==> src/rtl/dmem_dma_pkg.sv <==
// Shared types and constants for the dmem_dma block-transfer initiator.
package dmem_dma_pkg;

   localparam int unsigned DATA_W     = 32;
   localparam int unsigned ADDR_W     = 32;
   localparam int unsigned CNT_W      = 7;
   localparam int unsigned WORD_BYTES = 4;

   localparam logic MODE_COPY = 1'b0;
   localparam logic MODE_FILL = 1'b1;

   typedef enum logic [2:0] {
      IDLE = 3'd0,
      RD   = 3'd1,
      WR   = 3'd2,
      DONE = 3'd3,
      ERR  = 3'd4
   } state_t;

endpackage : dmem_dma_pkg

==> src/rtl/dmem_dma.sv <==
// dmem_dma: word-granular COPY / FILL initiator driving the data-memory port.
// Ports:
//   clk, reset          clock, synchronous active-high reset
//   start, mode         request pulse (sampled in IDLE), 0 = COPY / 1 = FILL
//   src, dst, count     word-aligned byte addresses and word count
//   fill                FILL pattern
//   busy, done, err     status: active, completion pulse, rejection pulse
//   mem_we, mem_a,      memory write enable, byte address, write data
//   mem_wd, mem_rd      and combinational read data
module dmem_dma
   import dmem_dma_pkg::*;
(
   input  logic              clk,
   input  logic              reset,
   input  logic              start,
   input  logic              mode,
   input  logic [ADDR_W-1:0] src,
   input  logic [ADDR_W-1:0] dst,
   input  logic [CNT_W-1:0]  count,
   input  logic [DATA_W-1:0] fill,
   output logic              busy,
   output logic              done,
   output logic              err,
   output logic              mem_we,
   output logic [ADDR_W-1:0] mem_a,
   output logic [DATA_W-1:0] mem_wd,
   input  logic [DATA_W-1:0] mem_rd
);

   state_t             state;
   logic               mode_q;
   logic [ADDR_W-1:0]  src_ptr;
   logic [ADDR_W-1:0]  dst_ptr;
   logic [CNT_W-1:0]   remaining;

   // FSM with registered outputs: each branch loads the outputs for the state it enters.
   // mem_wd doubles as the word buffer: RD captures mem_rd straight into it for the
   // following WR, and in FILL it holds the pattern for the whole run.
   always_ff @(posedge clk) begin
      if (reset) begin
         state     <= IDLE;
         mode_q    <= MODE_COPY;
         src_ptr   <= '0;
         dst_ptr   <= '0;
         remaining <= '0;
         busy      <= 1'b0;
         done      <= 1'b0;
         err       <= 1'b0;
         mem_we    <= 1'b0;
         mem_a     <= '0;
         mem_wd    <= '0;
      end else begin
         done <= 1'b0;
         err  <= 1'b0;
         case (state)
            IDLE: begin
               if (start) begin
                  mode_q    <= mode;
                  src_ptr   <= src;
                  dst_ptr   <= dst;
                  remaining <= count;
                  busy      <= 1'b1;
                  // src alignment only matters when it is actually read
                  if ((dst[1:0] != 2'b00) || ((mode == MODE_COPY) && (src[1:0] != 2'b00))) begin
                     state <= ERR;
                     err   <= 1'b1;
                  end else if (count == '0) begin
                     state <= DONE;
                     done  <= 1'b1;
                  end else if (mode == MODE_COPY) begin
                     state <= RD;
                     mem_a <= src;
                  end else begin
                     state  <= WR;
                     mem_we <= 1'b1;
                     mem_a  <= dst;
                     mem_wd <= fill;
                  end
               end
            end

            RD: begin
               state  <= WR;
               mem_we <= 1'b1;
               mem_a  <= dst_ptr;
               mem_wd <= mem_rd;
            end

            WR: begin
               src_ptr   <= src_ptr + ADDR_W'(WORD_BYTES);
               dst_ptr   <= dst_ptr + ADDR_W'(WORD_BYTES);
               remaining <= remaining - CNT_W'(1);
               if (remaining > CNT_W'(1)) begin
                  if (mode_q == MODE_COPY) begin
                     state  <= RD;
                     mem_we <= 1'b0;
                     mem_a  <= src_ptr + ADDR_W'(WORD_BYTES);
                     mem_wd <= '0;
                  end else begin
                     mem_a <= dst_ptr + ADDR_W'(WORD_BYTES);
                  end
               end else begin
                  state  <= DONE;
                  done   <= 1'b1;
                  mem_we <= 1'b0;
                  mem_a  <= '0;
                  mem_wd <= '0;
               end
            end

            DONE, ERR: begin
               state <= IDLE;
               busy  <= 1'b0;
            end

            default: begin
               state  <= IDLE;
               busy   <= 1'b0;
               mem_we <= 1'b0;
               mem_a  <= '0;
               mem_wd <= '0;
            end
         endcase
      end
   end

endmodule : dmem_dma

==> config.mk <==
export PLATFORM = sky130hd
export DESIGN_NAME = dmem_dma
export DESIGN_NICKNAME = d
export VERILOG_FILES = /design/src/rtl/dmem_dma_pkg.sv /design/src/rtl/dmem_dma.sv
export SDC_FILE = /design/constraint.sdc
export NUM_CORES = 1
export LEC_CHECK = 0
export CAP_MARGIN = 20
export CORE_MARGIN = 4
export CORE_UTILIZATION = 35
export CTS_CLUSTER_SIZE = 10
export DETAILED_ROUTE_END_ITERATION = 16
export PLACE_DENSITY = 0.64
export SLEW_MARGIN = 10
export SYNTH_ARGS = -nofsm -noshare
export SYNTH_HDL_FRONTEND = slang
export SYNTH_SLANG_ARGS = --single-unit
export TNS_END_PERCENT = 50
==> constraint.sdc <==
create_clock -name clk -period 2.7 [get_ports clk]
set_input_delay 0.675 -clock clk [delete_from_list [all_inputs] [get_ports clk]]
set_output_delay 0.675 -clock clk [all_outputs]
set_load 0.02 [all_outputs]
==> impl_metrics.csv <==
group,metric,value,unit
synth,synth_edf_count,0,
global_routing,grt_pass1_vias,8632,
worst_setup_path,end_kind,"flop",
sta,layout_min_cycle_time,2.49,ns
clocking,cts_root_buf,"clkbuf_16",
worst_setup_path,cp.arrival,2.80,ns
hold_path,min_from,"mem_a[5]",
clocking,post_cts_resized,0,
routing,ant_nets,0,
clocking,clk_transition_reported_paths,0.07,ns
worst_setup_path,crit_fanout,8,
worst_setup_path,path_buf_inv,0,
routing,firstDrtPassIters,9,
sta,slew_headroom,0.374,
floorplanning,die_y,163,um
sta,timing.final.crit_share,0.923,
placed_design,dp_cells,1588,
synth,synthTopCellsByCount,"dfxtp_1, nor2_1, nand2_1",
global_routing,overflow,0,
sta,fin_worst_skew,0.0104,ns
layout,layout.cells.non_filler,1620,
sta,rsz0062_at_grt,"no",
sta,hold_viol_final,0,
floorplanning,start_util,0.358,
routing,dr.first_iter.drc_count,1109,
placed_design,gp_congestion,0.955,
floorplanning,fp-row-count,56,
clocking,postCtsSetupRepairBufs,0,
hold_path,holdPathEnd,"mem_a[5]",
clocking,clk_latency,0.44,ns
synth,synth_warnings,0,
worst_setup_path,startpoint_type,"flop",
worst_setup_path,r2r_start,"dst_ptr[12]",
synth,syn_area_per_cell,7.75,um^2
power_and_ir_drop,p_int,4120,uW
synth,syn_area,8420,um^2
power_and_ir_drop,clkPwrFrac,0.380,
placed_design,io_buffers,206,
power_and_ir_drop,finalPower,6060,uW
worst_setup_path,crit_type,"flop to flop",
global_routing,antenna_found_initial,0,
power_and_ir_drop,leakage,0.00421,uW
layout,num-nets-final,1431,
global_routing,grt_max_degree,82,
clocking,holdBufCountCts,0,
routing,vias,9432,
floorplanning,coreArea,23500,um^2
synth,ys_seq_elements,143,
sta,slew_violations,0,
clocking,cts_buffers,17,
floorplanning,dieArea,26600,um^2
worst_setup_path,cp.required,3.01,ns
power_and_ir_drop,switching_share,0.320,
power_and_ir_drop,p_switching,1940,uW
routing,routed_wl,32.4,mm
clocking,htreeDepth,4,
clocking,cts_tree,"done",
layout,utilization,0.498,
hold_path,hold_path_depth,2,
worst_setup_path,timing.rr.end,"mem_a[31]",
worst_setup_path,crit_path_max_incr_delay,0.71,ns
power_and_ir_drop,power.density,517,nW/um^2
synth,synthFlopType,"dfxtp_1",
layout,syn2layout_area_growth,39.4,%
sta,setup-tns-final,0,ns
synth,synthDistinctLibCells,59,
synth,async_reset_ff_frac,0,
hold_path,hp-class,"flop to flop",
layout,antenna_cells,0,
power_and_ir_drop,seqPwrFrac,0.396,
layout,fillers,2347,
synth,synth_cells,1086,
clocking,clk_path_buf_depth,2,
placed_design,dp_hpwl,23.2,mm
synth,yosysMostFrequentCell,"dfxtp_1",
worst_setup_path,r2r_cells,6,
sta,worst_pin_slew,0.938,ns
global_routing,grtUsageTotal,0.233,
routing,wl_per_cell,20.0,um
routing,drc,0,
synth,ys_seq_area_frac,0.340,
worst_setup_path,crit_family,"simple AND/OR/NAND/NOR gates",
synth,synth_largest_area_cell,"dfxtp_1",
routing,via_per_inst,5.82,
job,maxCapViolations,0,
sta,fmax,401,MHz
synth,synth_area_leaders,"dfxtp_1, nor2_1, a22oi_1",
worst_setup_path,cp_slowest_cell,"or4_1",
worst_setup_path,reg2reg_slack,0.21,ns
floorplanning,die_w,163,um
synth,syn_nets,1229,
sta,setup_violations,0,
clocking,cts_sinks,143,
layout,layout-drive-gt1-share,0.106,
run_status,status,"completed",
synth,synth_top_area_frac,0.340,
power_and_ir_drop,pwr-share-comb,0.224,
worst_setup_path,path_cells,"nand4_2, or4_1, nor4_2, xor2_1, a221oi_1, o21ai_0",
floorplanning,io_pins,207,
power_and_ir_drop,vdd_ir_drop_max,0.363,mV
global_routing,grt_pass1_wl,49.5,mm
[cells in the final DEF (no fill, tap or decap), types with 5 or more instances in the layout]
cell type        synthesis  layout
a211oi_1                39      39
a21oi_1                 59      59
a221oi_1                16      16
a222oi_1                19      19
a22oi_1                 61      61
a2bb2oi_1                5       5
a31oi_1                 10      10
a32oi_1                  6       6
and3_1                  10      10
and4_1                   8       8
buf_12                   0       7
buf_4                    0      71
clkbuf_16                0      17
clkdlybuf4s50_1          0     204
dfxtp_1                143     143
inv_1                    9       9
inv_6                    0       5
mux2_2                  12      12
mux2i_1                 37      37
nand2_1                112     112
nand3_1                 22      22
nand4_1                 21      21
nor2_1                 126     126
nor3_1                  35      33
nor4_1                  19      19
o211ai_1                 5       5
o21ai_0                 89      89
or3_1                    5       5
or4_1                    6       6
xnor2_1                 34      34
xor2_1                  22      22
[metrics by stage]
stage | cell area (um^2) | worst slack (ns) | hold slack, ns
5_1_grt | 11700 | 0.0782 | 0.482
6_report | 11700 | 0.207 | 0.457
3_5_place_dp | 11200 | -0.149 | 0.444
3_3_place_gp | 11200 | -0.119 | 0.437
4_1_cts | 11700 | 0.236 | 0.460
2_1_floorplan | 8420 | 0.195 | 0.436
[power by group through the flow]
| stage | Sequential [uW] | Combinational (uW) | Clock, uW |
|---|---|---|---|
| after global routing | 2420 | 1450 | 2430 |
| after CTS | 2400 | 1340 | 2340 |
| after floorplan | 2470 | 649 | 0 |
| final | 2400 | 1350 | 2300 |
| after detailed placement | 2450 | 1340 | 0 |
| after global placement | 2440 | 1320 | 0 |
[worst register-to-register path, cell delays in order, from the launching register on]
cell	delay (ns)
dfxtp_1	0.43
nand4_2	0.17
or4_1	0.71
nor4_2	0.49
xor2_1	0.15
a221oi_1	0.30
o21ai_0	0.12
[state kept, by name, summed over array words and instances (netlist names)]
| register | flops |
|---|---|
| dst_ptr | 32 |
| mem_a | 32 |
| mem_wd | 32 |
| src_ptr | 32 |
| remaining | 7 |
| state | 3 |
| busy | 1 |
| done | 1 |
| err | 1 |
| mem_we | 1 |
| mode_q | 1 |
[how the worst max path moves through the flow]
stage / startpoint / end / slack [ns] / cells after the start
floorplan: mode / mem_wd[10] / 0.20 / 8
global placement: src[1] / mem_wd[4] / -0.12 / 8
detailed placement: src[1] / mem_wd[8] / -0.15 / 8
CTS: dst_ptr[12] / mem_a[31] / 0.24 / 6
global route: src[0] / mem_wd[2] / 0.08 / 8
finish: dst_ptr[12] / mem_a[31] / 0.21 / 6
[per-layer routing]
metal / track usage / routed length, um
met1: 0.324 / 14100
met2: 0.368 / 14600
met3: 0.0421 / 3040
met4: 0.0728 / 719
met5: 0 / 0
[cell type report]
class / count / area [um^2] / area share
sequential: 143 / 2860 / 0.244
tap: 319 / 399 / 0.0340
timing repair buffer: 283 / 2720 / 0.232
clock inverter: 15 / 143 / 0.0122
multi-input combinational: 834 / 5150 / 0.439
clock buffer: 17 / 425 / 0.0363
inverter: 9 / 33.8 / 0.00288
[cells by family (layout without fill, tap and decap cells)]
logic type / count (synthesis) / in the layout / synth area share
and+or+nand+nor: 385 / 385 / 0.214
DFF: 143 / 143 / 0.340
buffers and inverters: 109 / 324 / 0.0510
muxes: 49 / 49 / 0.0600
AOI/OAI and AO/OA: 340 / 340 / 0.271
xor gates and xnor gates: 56 / 56 / 0.0583
adders and majority gates: 4 / 4 / 0.00595
No activity file was read; power rests on OpenSTA's default activity.
